### src/rtl/dmem_arbiter_if.sv
// Bus bundle for dmem_arbiter: CPU MEM-stage request, external requester,
// and the DataMem port.
//   slave  : the arbiter side (consumes requests + mem_rdata, drives the rest)
//   master : the environment side (pipeline, external agent, DataMem)
interface dmem_arbiter_if #(
  parameter int ADDR_W = 32,
  parameter int DATA_W = 32
);
  // CPU (MEM stage)
  logic              cpu_req;
  logic              cpu_we;
  logic [ADDR_W-1:0] cpu_addr;
  logic [DATA_W-1:0] cpu_wdata;
  logic [2:0]        cpu_funct3;
  logic [DATA_W-1:0] cpu_rdata;
  logic              cpu_stall;
  // external requester
  logic              ext_req;
  logic              ext_we;
  logic [ADDR_W-1:0] ext_addr;
  logic [DATA_W-1:0] ext_wdata;
  logic              ext_gnt;
  logic              ext_rvalid;
  logic [DATA_W-1:0] ext_rdata;
  // DataMem port
  logic [ADDR_W-1:0] mem_addr;
  logic [DATA_W-1:0] mem_wdata;
  logic              mem_we;
  logic              mem_re;
  logic [2:0]        mem_funct3;
  logic [DATA_W-1:0] mem_rdata;

  modport slave (
    input  cpu_req, cpu_we, cpu_addr, cpu_wdata, cpu_funct3,
    input  ext_req, ext_we, ext_addr, ext_wdata, mem_rdata,
    output cpu_rdata, cpu_stall, ext_gnt, ext_rvalid, ext_rdata,
    output mem_addr, mem_wdata, mem_we, mem_re, mem_funct3
  );

  modport master (
    output cpu_req, cpu_we, cpu_addr, cpu_wdata, cpu_funct3,
    output ext_req, ext_we, ext_addr, ext_wdata, mem_rdata,
    input  cpu_rdata, cpu_stall, ext_gnt, ext_rvalid, ext_rdata,
    input  mem_addr, mem_wdata, mem_we, mem_re, mem_funct3
  );
endinterface

### src/rtl/dmem_arbiter.sv
// Data-memory port arbiter between the pipeline MEM stage and an external
// requester. CPU has default priority; a starvation counter forces the port
// to EXT after STARVE_MAX contended cycles, and a burst counter hands it back
// after EXT_MAX_BURST grants when the CPU is waiting.
// Ports:
//   clk   : rising-edge clock
//   reset : asynchronous active-low reset
//   bus   : dmem_arbiter_if.slave (CPU request, ext request, DataMem port)
module dmem_arbiter #(
  parameter int ADDR_W        = 32,
  parameter int DATA_W        = 32,
  parameter int STARVE_MAX    = 4,
  parameter int EXT_MAX_BURST = 4
) (
  input logic           clk,
  input logic           reset,
  dmem_arbiter_if.slave bus
);
  localparam int SW = $clog2(STARVE_MAX + 1);
  localparam int BW = $clog2(EXT_MAX_BURST + 1);
  localparam logic [SW-1:0] S_SAT = SW'(STARVE_MAX);
  localparam logic [BW-1:0] B_SAT = BW'(EXT_MAX_BURST);
  localparam logic [2:0]    F3_WORD = 3'b010;

  typedef enum logic {OWN_CPU, OWN_EXT} own_e;

  own_e              own_q, own_d;
  logic [SW-1:0]     starve_cnt_q, starve_cnt_d;
  logic [BW-1:0]     burst_cnt_q, burst_cnt_d;
  logic              ext_rvalid_q, ext_rvalid_d;
  logic [DATA_W-1:0] ext_rdata_q, ext_rdata_d;
  logic [ADDR_W-1:0] addr_mux;
  logic              eff_ext;

  // EXT only really owns the port while it is still asking; a dropped
  // ext_req hands the cycle straight back to the CPU.
  assign eff_ext = (own_q == OWN_EXT) && bus.ext_req;

  always_comb begin
    addr_mux       = bus.cpu_addr;
    bus.mem_wdata  = bus.cpu_wdata;
    bus.mem_we     = bus.cpu_req & bus.cpu_we;
    bus.mem_re     = bus.cpu_req & ~bus.cpu_we;
    bus.mem_funct3 = bus.cpu_funct3;
    bus.ext_gnt    = 1'b0;
    bus.cpu_stall  = 1'b0;
    if (eff_ext) begin
      addr_mux       = bus.ext_addr;
      bus.mem_wdata  = bus.ext_wdata;
      bus.mem_we     = bus.ext_we;
      bus.mem_re     = ~bus.ext_we;
      bus.mem_funct3 = F3_WORD;
      bus.ext_gnt    = 1'b1;
      bus.cpu_stall  = bus.cpu_req;
    end
  end

  assign bus.mem_addr   = addr_mux;
  assign bus.cpu_rdata  = bus.mem_rdata;
  assign bus.ext_rvalid = ext_rvalid_q;
  assign bus.ext_rdata  = ext_rdata_q;

  always_comb begin
    own_d        = own_q;
    starve_cnt_d = starve_cnt_q;
    burst_cnt_d  = burst_cnt_q;
    unique case (own_q)
      OWN_CPU: begin
        if (!bus.ext_req) begin
          starve_cnt_d = '0;
        end else if (!bus.cpu_req || (int'(starve_cnt_q) + 1 >= STARVE_MAX)) begin
          own_d        = OWN_EXT;
          starve_cnt_d = '0;
          burst_cnt_d  = '0;
        end else if (starve_cnt_q != S_SAT) begin
          starve_cnt_d = starve_cnt_q + SW'(1);
        end
      end
      OWN_EXT: begin
        if (!bus.ext_req || (bus.cpu_req && (int'(burst_cnt_q) + 1 >= EXT_MAX_BURST))) begin
          own_d        = OWN_CPU;
          starve_cnt_d = '0;
          burst_cnt_d  = '0;
        end else if (burst_cnt_q != B_SAT) begin
          // saturates when the CPU is idle, so EXT may keep the port forever
          burst_cnt_d = burst_cnt_q + BW'(1);
        end
      end
      default: own_d = OWN_CPU;
    endcase
  end

  always_comb begin
    ext_rvalid_d = eff_ext & ~bus.ext_we;
    ext_rdata_d  = ext_rvalid_d ? bus.mem_rdata : ext_rdata_q;
  end

  always_ff @(posedge clk or negedge reset) begin
    if (!reset) begin
      own_q        <= OWN_CPU;
      starve_cnt_q <= '0;
      burst_cnt_q  <= '0;
      ext_rvalid_q <= 1'b0;
      ext_rdata_q  <= '0;
    end else begin
      own_q        <= own_d;
      starve_cnt_q <= starve_cnt_d;
      burst_cnt_q  <= burst_cnt_d;
      ext_rvalid_q <= ext_rvalid_d;
      ext_rdata_q  <= ext_rdata_d;
    end
  end
endmodule

### src/flat_wrapper.sv
// flat-port wrapper written by rule: the top's interface ports become plain ports
module dmem_arbiter_flat 
#(
  parameter int ADDR_W        = 32,
  parameter int DATA_W        = 32,
  parameter int STARVE_MAX    = 4,
  parameter int EXT_MAX_BURST = 4
)
  (clk, reset, bus_cpu_req, bus_cpu_we, bus_cpu_addr, bus_cpu_wdata, bus_cpu_funct3, bus_ext_req, bus_ext_we, bus_ext_addr, bus_ext_wdata, bus_mem_rdata, bus_cpu_rdata, bus_cpu_stall, bus_ext_gnt, bus_ext_rvalid, bus_ext_rdata, bus_mem_addr, bus_mem_wdata, bus_mem_we, bus_mem_re, bus_mem_funct3);
  dmem_arbiter_if #(.ADDR_W(ADDR_W), .DATA_W(DATA_W)) bus_i ();
  input logic clk;
  input logic reset;
  input wire logic [$bits(bus_i.cpu_req)-1:0] bus_cpu_req;
  input wire logic [$bits(bus_i.cpu_we)-1:0] bus_cpu_we;
  input wire logic [$bits(bus_i.cpu_addr)-1:0] bus_cpu_addr;
  input wire logic [$bits(bus_i.cpu_wdata)-1:0] bus_cpu_wdata;
  input wire logic [$bits(bus_i.cpu_funct3)-1:0] bus_cpu_funct3;
  input wire logic [$bits(bus_i.ext_req)-1:0] bus_ext_req;
  input wire logic [$bits(bus_i.ext_we)-1:0] bus_ext_we;
  input wire logic [$bits(bus_i.ext_addr)-1:0] bus_ext_addr;
  input wire logic [$bits(bus_i.ext_wdata)-1:0] bus_ext_wdata;
  input wire logic [$bits(bus_i.mem_rdata)-1:0] bus_mem_rdata;
  output wire logic [$bits(bus_i.cpu_rdata)-1:0] bus_cpu_rdata;
  output wire logic [$bits(bus_i.cpu_stall)-1:0] bus_cpu_stall;
  output wire logic [$bits(bus_i.ext_gnt)-1:0] bus_ext_gnt;
  output wire logic [$bits(bus_i.ext_rvalid)-1:0] bus_ext_rvalid;
  output wire logic [$bits(bus_i.ext_rdata)-1:0] bus_ext_rdata;
  output wire logic [$bits(bus_i.mem_addr)-1:0] bus_mem_addr;
  output wire logic [$bits(bus_i.mem_wdata)-1:0] bus_mem_wdata;
  output wire logic [$bits(bus_i.mem_we)-1:0] bus_mem_we;
  output wire logic [$bits(bus_i.mem_re)-1:0] bus_mem_re;
  output wire logic [$bits(bus_i.mem_funct3)-1:0] bus_mem_funct3;
  assign bus_i.cpu_req = bus_cpu_req;
  assign bus_i.cpu_we = bus_cpu_we;
  assign bus_i.cpu_addr = bus_cpu_addr;
  assign bus_i.cpu_wdata = bus_cpu_wdata;
  assign bus_i.cpu_funct3 = bus_cpu_funct3;
  assign bus_i.ext_req = bus_ext_req;
  assign bus_i.ext_we = bus_ext_we;
  assign bus_i.ext_addr = bus_ext_addr;
  assign bus_i.ext_wdata = bus_ext_wdata;
  assign bus_i.mem_rdata = bus_mem_rdata;
  assign bus_cpu_rdata = bus_i.cpu_rdata;
  assign bus_cpu_stall = bus_i.cpu_stall;
  assign bus_ext_gnt = bus_i.ext_gnt;
  assign bus_ext_rvalid = bus_i.ext_rvalid;
  assign bus_ext_rdata = bus_i.ext_rdata;
  assign bus_mem_addr = bus_i.mem_addr;
  assign bus_mem_wdata = bus_i.mem_wdata;
  assign bus_mem_we = bus_i.mem_we;
  assign bus_mem_re = bus_i.mem_re;
  assign bus_mem_funct3 = bus_i.mem_funct3;
  dmem_arbiter #(.ADDR_W(ADDR_W), .DATA_W(DATA_W), .STARVE_MAX(STARVE_MAX), .EXT_MAX_BURST(EXT_MAX_BURST)) u_core (.clk(clk), .reset(reset), .bus(bus_i));
endmodule
### config.mk
export PLATFORM = sky130hd
export DESIGN_NAME = dmem_arbiter_flat
export DESIGN_NICKNAME = d
export VERILOG_FILES = /design/src/rtl/dmem_arbiter_if.sv /design/src/rtl/dmem_arbiter.sv /design/src/flat_wrapper.sv
export SDC_FILE = /design/constraint.sdc
export NUM_CORES = 1
export LEC_CHECK = 0
export CAP_MARGIN = 10
export CORE_AREA = 2 2 119 121
export CTS_CLUSTER_SIZE = 30
export DETAILED_ROUTE_END_ITERATION = 8
export DIE_AREA = 0 0 121 123
export SETUP_SLACK_MARGIN = 0.1
export SYNTH_ARGS = -nofsm -noshare
export SYNTH_HDL_FRONTEND = slang
export SYNTH_SLANG_ARGS = --single-unit
### constraint.sdc
create_clock -name clk -period 1.6 [get_ports clk]
set_clock_uncertainty 0.05 [all_clocks]
set_input_delay 0.4 -clock clk [delete_from_list [all_inputs] [get_ports clk]]
set_output_delay 0.4 -clock clk [all_outputs]
set_load 0.02 [all_outputs]
## Yosys cells after proc, flatten, opt, wreduce, memory -nomap -nowiden

Cells that the tools add are included.

| storage, ports and cells | value |
|---|---|
| register bits | 40 |
| bits of input ports | 169 |
| word-level logic and storage cells | 53 |

| operators by class | value |
|---|---|
| add/subtract/negate cells | 4 |
| magnitude comparators | 2 |
| equality and inequality tests | 7 |
| multiplexer cells | 21 |
| bitwise logic cells | 6 |
| reduce and logical (&&, ||, !) cells | 8 |

Operator list:

| operator | number |
|---|---|
| 32-bit by 4-bit >= comparator with 1-bit output (second input constant) | 2 |
| 32-bit two-way mux | 2 |
| 3-bit two-way mux | 9 |
| 3-bit one-hot mux with 2 select lines | 2 |
| 3-bit inequality test (second input constant) | 3 |
| 3-bit by 1-bit adder with 4-bit output (second input constant) | 2 |
| 1-bit two-way mux | 7 |
| 3-bit by 1-bit adder with 3-bit output (second input constant) | 2 |
| 2-bit inequality test (second input constant) | 2 |
| 4-bit by 2-bit inequality test with 1-bit output (second input constant) | 1 |
| 1-bit AND | 3 |
| 1-bit inverter | 3 |
| 3-bit AND reduction | 1 |
| 1-bit logical AND | 2 |
| 1-bit logical NOT | 2 |
| 1-bit logical OR | 2 |
| 2-bit by 1-bit inequality test with 1-bit output (second input constant) | 1 |
| 1-bit one-hot mux with 2 select lines | 1 |
| 2-bit AND reduction | 1 |

## Longest topological paths before layout

Gate-level depths: netlist of run 1.

| depth | value |
|---|---|
| depth after elaboration | 6 |
| depth in mapped cells | 6 |
| depth with buffers taken out | 6 |

## Worst setup path after synthesis of run 1

OpenSTA, ideal clock, no wires.

| path | value |
|---|---|
| path kind | input-to-output |
| start point | in bus_ext_req |
| end point | out bus_mem_addr[5] |
| data arrival time | 1.267 ns |
| required time | 1.150 ns |
| slack | -0.117 ns |
| stages on the path | 5 |
| buffers on the path | 1 |
| path through | nand2_2 -> inv_2 -> clkbuf_1 -> nand2_1 -> nand2_1 |

| on the way | value |
|---|---|
| word-level cells in the longest chain between the ends | 2 |

Ends and longest elaborated chain:

| element | RTL line | RTL |
|---|---|---|
| from (decl) | flat_wrapper.sv:18 | `input wire logic [$bits(bus_i.ext_req)-1:0] bus_ext_req;` |
| 1-bit logical AND | dmem_arbiter.sv:37 | `assign eff_ext = (own_q == OWN_EXT) && bus.ext_req;` |
| 32-bit two-way mux | dmem_arbiter.sv:47 | `if (eff_ext) begin` |
| to (decl) | flat_wrapper.sv:28 | `output wire logic [$bits(bus_i.mem_addr)-1:0] bus_mem_addr;` |

No other way between the ends.

## Final worst setup path of run 1

| path | value |
|---|---|
| start point | reg u_core.own_q |
| end point | out bus_mem_wdata[28] |

| on the way | value |
|---|---|
| word-level cells in the longest chain between the ends | 2 |

Ends and longest elaborated chain:

| element | RTL line | RTL |
|---|---|---|
| from (decl) | dmem_arbiter.sv:27 | `own_e own_q, own_d;` |
| from (signal assigned) | dmem_arbiter.sv:106 | `own_q <= own_d;` |
| 1-bit logical AND | dmem_arbiter.sv:37 |  |
| 32-bit two-way mux | dmem_arbiter.sv:47 |  |
| to (decl) | flat_wrapper.sv:29 | `output wire logic [$bits(bus_i.mem_wdata)-1:0] bus_mem_wdata;` |

No other way between the ends.

==> results of run 1 <==
-- flip-flops by register name, summed over array words and instances, names as in the netlist --
| signal | cells |
|---|---|
| u_core.bus.ext_rvalid | 1 |
| u_core.starve_cnt_q | 3 |
| u_core.burst_cnt_q | 3 |
| u_core.bus.ext_rdata | 32 |
| u_core.own_q | 1 |
-- repair_timing --
item                                   in CTS  in global routing
hold buffers                                1                  0
pin swaps                                  35                 16
buffers inserted                           12                  3
gates resized for setup                   675                100
setup endpoints to repair                 174                131
endpoints found under the hold margin      14                  0
gates cloned                               12                  2
-- how the worst max path moves through the flow --
stage	endpoint	cells after the start	slack, ps
6_report	bus_mem_wdata[28]	6	-330
2_1_floorplan	u_core.burst_cnt_q[1]$_DFFE_PN0P_	5	110
5_1_grt	bus_mem_re	5	-390
3_5_place_dp	bus_mem_addr[8]	7	-930
4_1_cts	bus_mem_addr[9]	7	-340
3_3_place_gp	bus_mem_addr[23]	7	-940
-- area by class of cell --
cell class                      count  area, µm²  area share
Clock buffer                        6      128.9     0.01817
Clock inverter                      2      35.03    0.004940
Inverter                            9      41.29    0.005822
Multi-Input combinational cell    275       1754      0.2474
Sequential cell                    40       1001      0.1411
Tap cell                          180      225.2     0.03176
Timing Repair Buffer              360       3906      0.5508
-- report_power, final --
part	switching, mW	leakage (nW)	total [mW]	internal (mW)
registers	0.101	0.489	1.31	1.20
logic	1.13	2.98	2.50	1.37
clock network	0.378	0.0808	1.11	0.733
total	1.61	3.55	4.92	3.31
-- worst max-delay path: stages (launching register included) --
cell	delay, ps
dfrtp_1	410
nand2_4	180
buf_12	140
buf_12	130
nand2_1	110
nand2_2	90
buf_4	130
-- cells in the final DEF, fill, tap and decap left out, types with 4 or more instances in the layout --
master / count
clkdlybuf4s50_1: 149
nand2_1: 144
buf_6: 87
nand2_2: 50
buf_4: 44
dfrtp_1: 40
dlygate4sd2_1: 37
mux2_4: 32
dlymetal6s2s_1: 13
buf_12: 13
nand2_4: 9
buf_16: 9
inv_1: 8
nand3_1: 7
clkbuf_16: 6
ha_1: 4
buf_8: 4
-- logic make-up after synthesis --
kind of cell    after synthesis
compound gates               17
fa+ha+maj                     4
buf+inv                      58
flops                        40
mux                          33
simple gates                221
-- routing by layer --
| layer | share of wire | vias to the layer above | routed length [µm] | global-route usage |
|---|---|---|---|---|
| li1 | - | 1786 | - | - |
| met1 | 0.39 | 1734 | 5574 | 0.2113 |
| met2 | 0.54 | 149 | 7835 | 0.3192 |
| met3 | 0.057 | 14 | 823 | 0.03090 |
| met4 | 0.014 | 0 | 206 | 0.03416 |
| met5 | 0 | - | 0 | 0 |
-- through the flow --
stage | TNS, ps | hold slack [ps] | instances
2_1_floorplan | 0 | 54.41 | 373
3_3_place_gp | -91720 | 290.5 | 838
3_5_place_dp | -91610 | 290.5 | 838
4_1_cts | -19860 | 436.9 | 871
5_1_grt | -24830 | 389.8 | 872
6_report | -17420 | 375.1 | 872
==> impl_metrics.json, run 1 <==
{
  "placed_area_mm2": 0.006017,
  "setup_violations": 81,
  "clock-root-buffer": "clkbuf_16",
  "core.rowCount": 43,
  "critical_path_class": "reg -> out",
  "yosysMostFrequentCell": "nand2_1",
  "slew_headroom": 0.7468,
  "synthMuxAreaShare": 0.1336,
  "hpwl_mm": 9.771,
  "end_kind": "output pin",
  "clkLatencyLatePin_ps": 270,
  "grtUsageTotal": 0.1732,
  "nets": 864,
  "synth_compound_area_frac": 0.04244,
  "path_clk_slew_ps": 60,
  "grt_pass1_vias": 3761,
  "drv_cap": 0,
  "synth_area_leader_cell": "dfrtp_1",
  "stdcell_area_mm2": 0.007092,
  "post_synth_num_cell_types": 32,
  "synth-edff-count": 0,
  "cp-start-kind": "flip-flop",
  "violations": "negative setup slack",
  "io_pins": 305,
  "gp_congestion": 0.7630,
  "synth_top_area_share": 0.3612,
  "place_worst_setup_slack_ps": -931.1,
  "cts_made_buffers": 5,
  "overflow": 0,
  "die_w_um": 121,
  "ys.flop_type": "dfrtp_1",
  "numPortBuffers": 304,
  "synth_top_cells_by_area": "dfrtp_1, nand2_1, mux2_2",
  "area_growth_pct": 155.9,
  "vias": 3683,
  "fin_crit_sh": 1.207,
  "reg2reg_setup_slack_ps": -90,
  "antenna_found_initial": 0,
  "cts_sinks": 40,
  "fmax_mhz": 518.0,
  "r2r_end": "u_core.bus.ext_rdata[14]$_DFFE_PN0P_",
  "finalHoldViolations": 0,
  "wl_per_cell_um": 16.56,
  "cts_tree": "yes",
  "startpoint": "u_core.own_q$_DFF_PN0_",
  "drc": 0,
  "hold_end": "u_core.bus.ext_rdata[1]$_DFFE_PN0P_",
  "hp-class": "in -> reg",
  "hold_depth": 2,
  "via_per_inst": 4.224,
  "rsz0062_at_grt": "true",
  "synth-adder-area-share": 0.01806,
  "run_status": "finished with violations",
  "fp.dieH_um": 123,
  "synth_area_mm2": 0.002771,
  "post-route-util": 0.5210,
  "min_period_ps": 1930,
  "postSynthCellCount": 373,
  "avgSynthCellArea_um2": 7.430,
  "syn-num-nets": 546,
  "synth_top_family_by_area": "simple AND/OR/NAND/NOR gates",
  "p_leak_nw": 3.548,
  "cts.path.max_buffers": 2,
  "p_per_area_mw_per_mm2": 693.5,
  "drt_pass1_iterations": 4,
  "die_area_mm2": 0.01488,
  "grt_pass1_wl_mm": 20.24,
  "drive_gt1_frac": 0.3873,
  "synth-seq-cells": 40,
  "synthXorXnorAreaFrac": 0,
  "cp.required_ps": 1150,
  "ant_nets": 0,
  "worst_pin_slew_ps": 379.8,
  "r2r-start": "u_core.own_q$_DFF_PN0_",
  "crit_fanout": 14,
  "initial_utilization": 0.2036,
  "yosys_warnings": 0,
  "reg2reg_depth": 7,
  "drt-total-wl_mm": 14.44,
  "crit_arrival_ps": 1480,
  "diodes": 0,
  "core_mm2": 0.01361,
  "fillers": 1237,
  "synthArstFlopShare": 1.000,
  "synthSimpleGateAreaFrac": 0.3124,
  "ir_drop_v": 0.0005243,
  "drt_iter0_markers": 109,
  "setup_ws_ps": -330.4,
  "slew_violations": 0,
  "yosys-top-cells-count": "nand2_1, dfrtp_1, buf_4, mux2_2, clkbuf_1",
  "p_total_mw": 4.918,
  "min_from": "bus_mem_rdata[1]",
  "cts_max_level": 2,
  "yosysSeqAreaShare": 0.3612,
  "grt_max_degree": 29
}
Note: power is estimated with default switching activity, not from simulation.
==> inputs of run 2 (changes only) <==
CTS_BUF_LIST = sky130_fd_sc_hd__clkbuf_8 sky130_fd_sc_hd__clkbuf_16   (was not set)
==> run 2 against run 1 <==
  * Critical path type unchanged
  * The flow still finishes with violations (negative setup slack)
  * Largest cell class unchanged
  * Utilization did not move
  * Power shrank 0.12%
  * Design area stayed put
==> impl_metrics.json, run 2 (synthesis gave the netlist of run 1 again) <==
{
  "run_status": "finished with violations",
  "violations": "negative setup slack",
  "drive_gt1_frac": 0.3873,
  "gp_congestion": 0.7630,
  "area_growth_pct": 155.9,
  "cts_max_level": 2,
  "cts_made_buffers": 5,
  "holdWs_ps": 375.1,
  "numPortBuffers": 304,
  "grt_pass1_wl_mm": 20.24,
  "grt_pass1_vias": 3761,
  "drt_pass1_iterations": 4,
  "grtUsageTotal": 0.1732,
  "critical_path_class": "reg -> out",
  "drt-total-wl_mm": 14.44,
  "diodes": 0,
  "mostFrequentLayoutCell": "clkdlybuf4s50_1",
  "place_worst_setup_slack_ps": -931.1,
  "hpwl_mm": 9.771,
  "setup_ws_ps": -330.4,
  "end_kind": "output pin",
  "path_clk_slew_ps": 60,
  "nets": 864,
  "p_total_mw": 4.912,
  "clock-root-buffer": "clkbuf_16",
  "crit_fanout": 14,
  "overflow": 0,
  "drv_cap": 0,
  "die_w_um": 121,
  "cp-start-kind": "flip-flop",
  "grt_max_degree": 29,
  "initial_utilization": 0.2036,
  "vias": 3680,
  "cp.required_ps": 1150,
  "rsz0062_at_grt": "true",
  "p_leak_nw": 3.553,
  "multiInputGateArea_mm2": 0.001754,
  "cts_tree": "yes",
  "cts_sinks": 40,
  "finalHoldViolations": 0,
  "slew_violations": 0,
  "fp.dieH_um": 123,
  "setup_tns_ps": -17420,
  "io_pins": 305,
  "p_per_area_mw_per_mm2": 692.6,
  "mostFrequentLayoutCells": "clkdlybuf4s50_1, nand2_1, buf_6",
  "reg2reg_setup_slack_ps": -90,
  "die_area_mm2": 0.01488,
  "crit_arrival_ps": 1480,
  "fmax_mhz": 518.0,
  "slew_headroom": 0.7468,
  "worst_pin_slew_ps": 379.8,
  "antenna_found_initial": 0,
  "setup_violations": 81,
  "cts.path.max_buffers": 2,
  "ir_drop_v": 0.0005242,
  "hp-class": "in -> reg",
  "via_per_inst": 4.220,
  "core_mm2": 0.01361,
  "drc": 0,
  "drt_iter0_markers": 109,
  "fin_crit_sh": 1.207,
  "min_period_ps": 1930,
  "wl_per_cell_um": 16.56,
  "largest_reg_flops": 32,
  "core.rowCount": 43,
  "ant_nets": 0,
  "seqCellArea_mm2": 0.001001,
  "fillers": 1237,
  "clkLatencyLatePin_ps": 270
}
## run 2: cell count changes in the layout (fill, tap and decap cells not counted), sizes merged
| cell | delta |
|---|---|
| inv | +1 |
| clkbuf | -1 |
## run 2: final cells by class
cell class	instances	area share
clock inverter	3	0.005469
inverter	9	0.005822
timing repair buffer	360	0.5508
multi-input combinational	275	0.2474
sequential	40	0.1411
clock buffer	5	0.01764
tap	180	0.03176
## run 2: report_power, final
group | switching [mW] | leakage, nW | internal, mW
registers | 0.101 | 0.489 | 1.20
logic | 1.13 | 2.98 | 1.37
clock network | 0.379 | 0.0850 | 0.727
total | 1.61 | 3.55 | 3.31
## run 2: repair_timing
item / in CTS / in global routing
gates cloned: 12 / 2
setup endpoints to repair: 174 / 131
resized for setup: 675 / 100
setup buffers: 12 / 3
pin swaps: 35 / 16
hold buffers: 1 / 0
hold endpoints to repair: 14 / 0
## run 2: per-stage QoR
step | util | instances | instance area, µm²
after floorplan | - | 373 | 2809
after global placement | 0.4420 | 838 | 6017
after detailed placement | 0.4420 | 838 | 6017
after CTS | 0.4999 | 871 | 6804
after global routing | 0.5210 | 872 | 7092
final | 0.5210 | 872 | 7092
## run 2: per-layer routing
metal	GRT usage	up-vias	share of wire
li1	-	1786	-
met1	0.2113	1733	0.39
met2	0.3192	147	0.54
met3	0.03090	14	0.057
met4	0.03416	0	0.014
met5	0	-	0
## run 2: path summary, 6_finish.rpt
path                                                       from                                    to  cells after the start
hold / removal                                 bus_mem_rdata[1]   u_core.bus.ext_rdata[1]$_DFFE_PN0P_                      2
max in group asynchronous                                 reset                u_core.own_q$_DFF_PN0_                      3
setup reg to reg                         u_core.own_q$_DFF_PN0_  u_core.bus.ext_rdata[14]$_DFFE_PN0P_                      7
hold reg to reg            u_core.bus.ext_rdata[23]$_DFFE_PN0P_  u_core.bus.ext_rdata[23]$_DFFE_PN0P_                      1
setup / recovery                         u_core.own_q$_DFF_PN0_                     bus_mem_wdata[28]                      6
min in group asynchronous                                 reset  u_core.bus.ext_rdata[23]$_DFFE_PN0P_                      2
## run 2: critical path, stage by stage, from the launching register on
cell     delay [ps]
dfrtp_1         410
nand2_4         180
buf_12          140
buf_12          130
nand2_1         110
nand2_2          90
buf_4           130
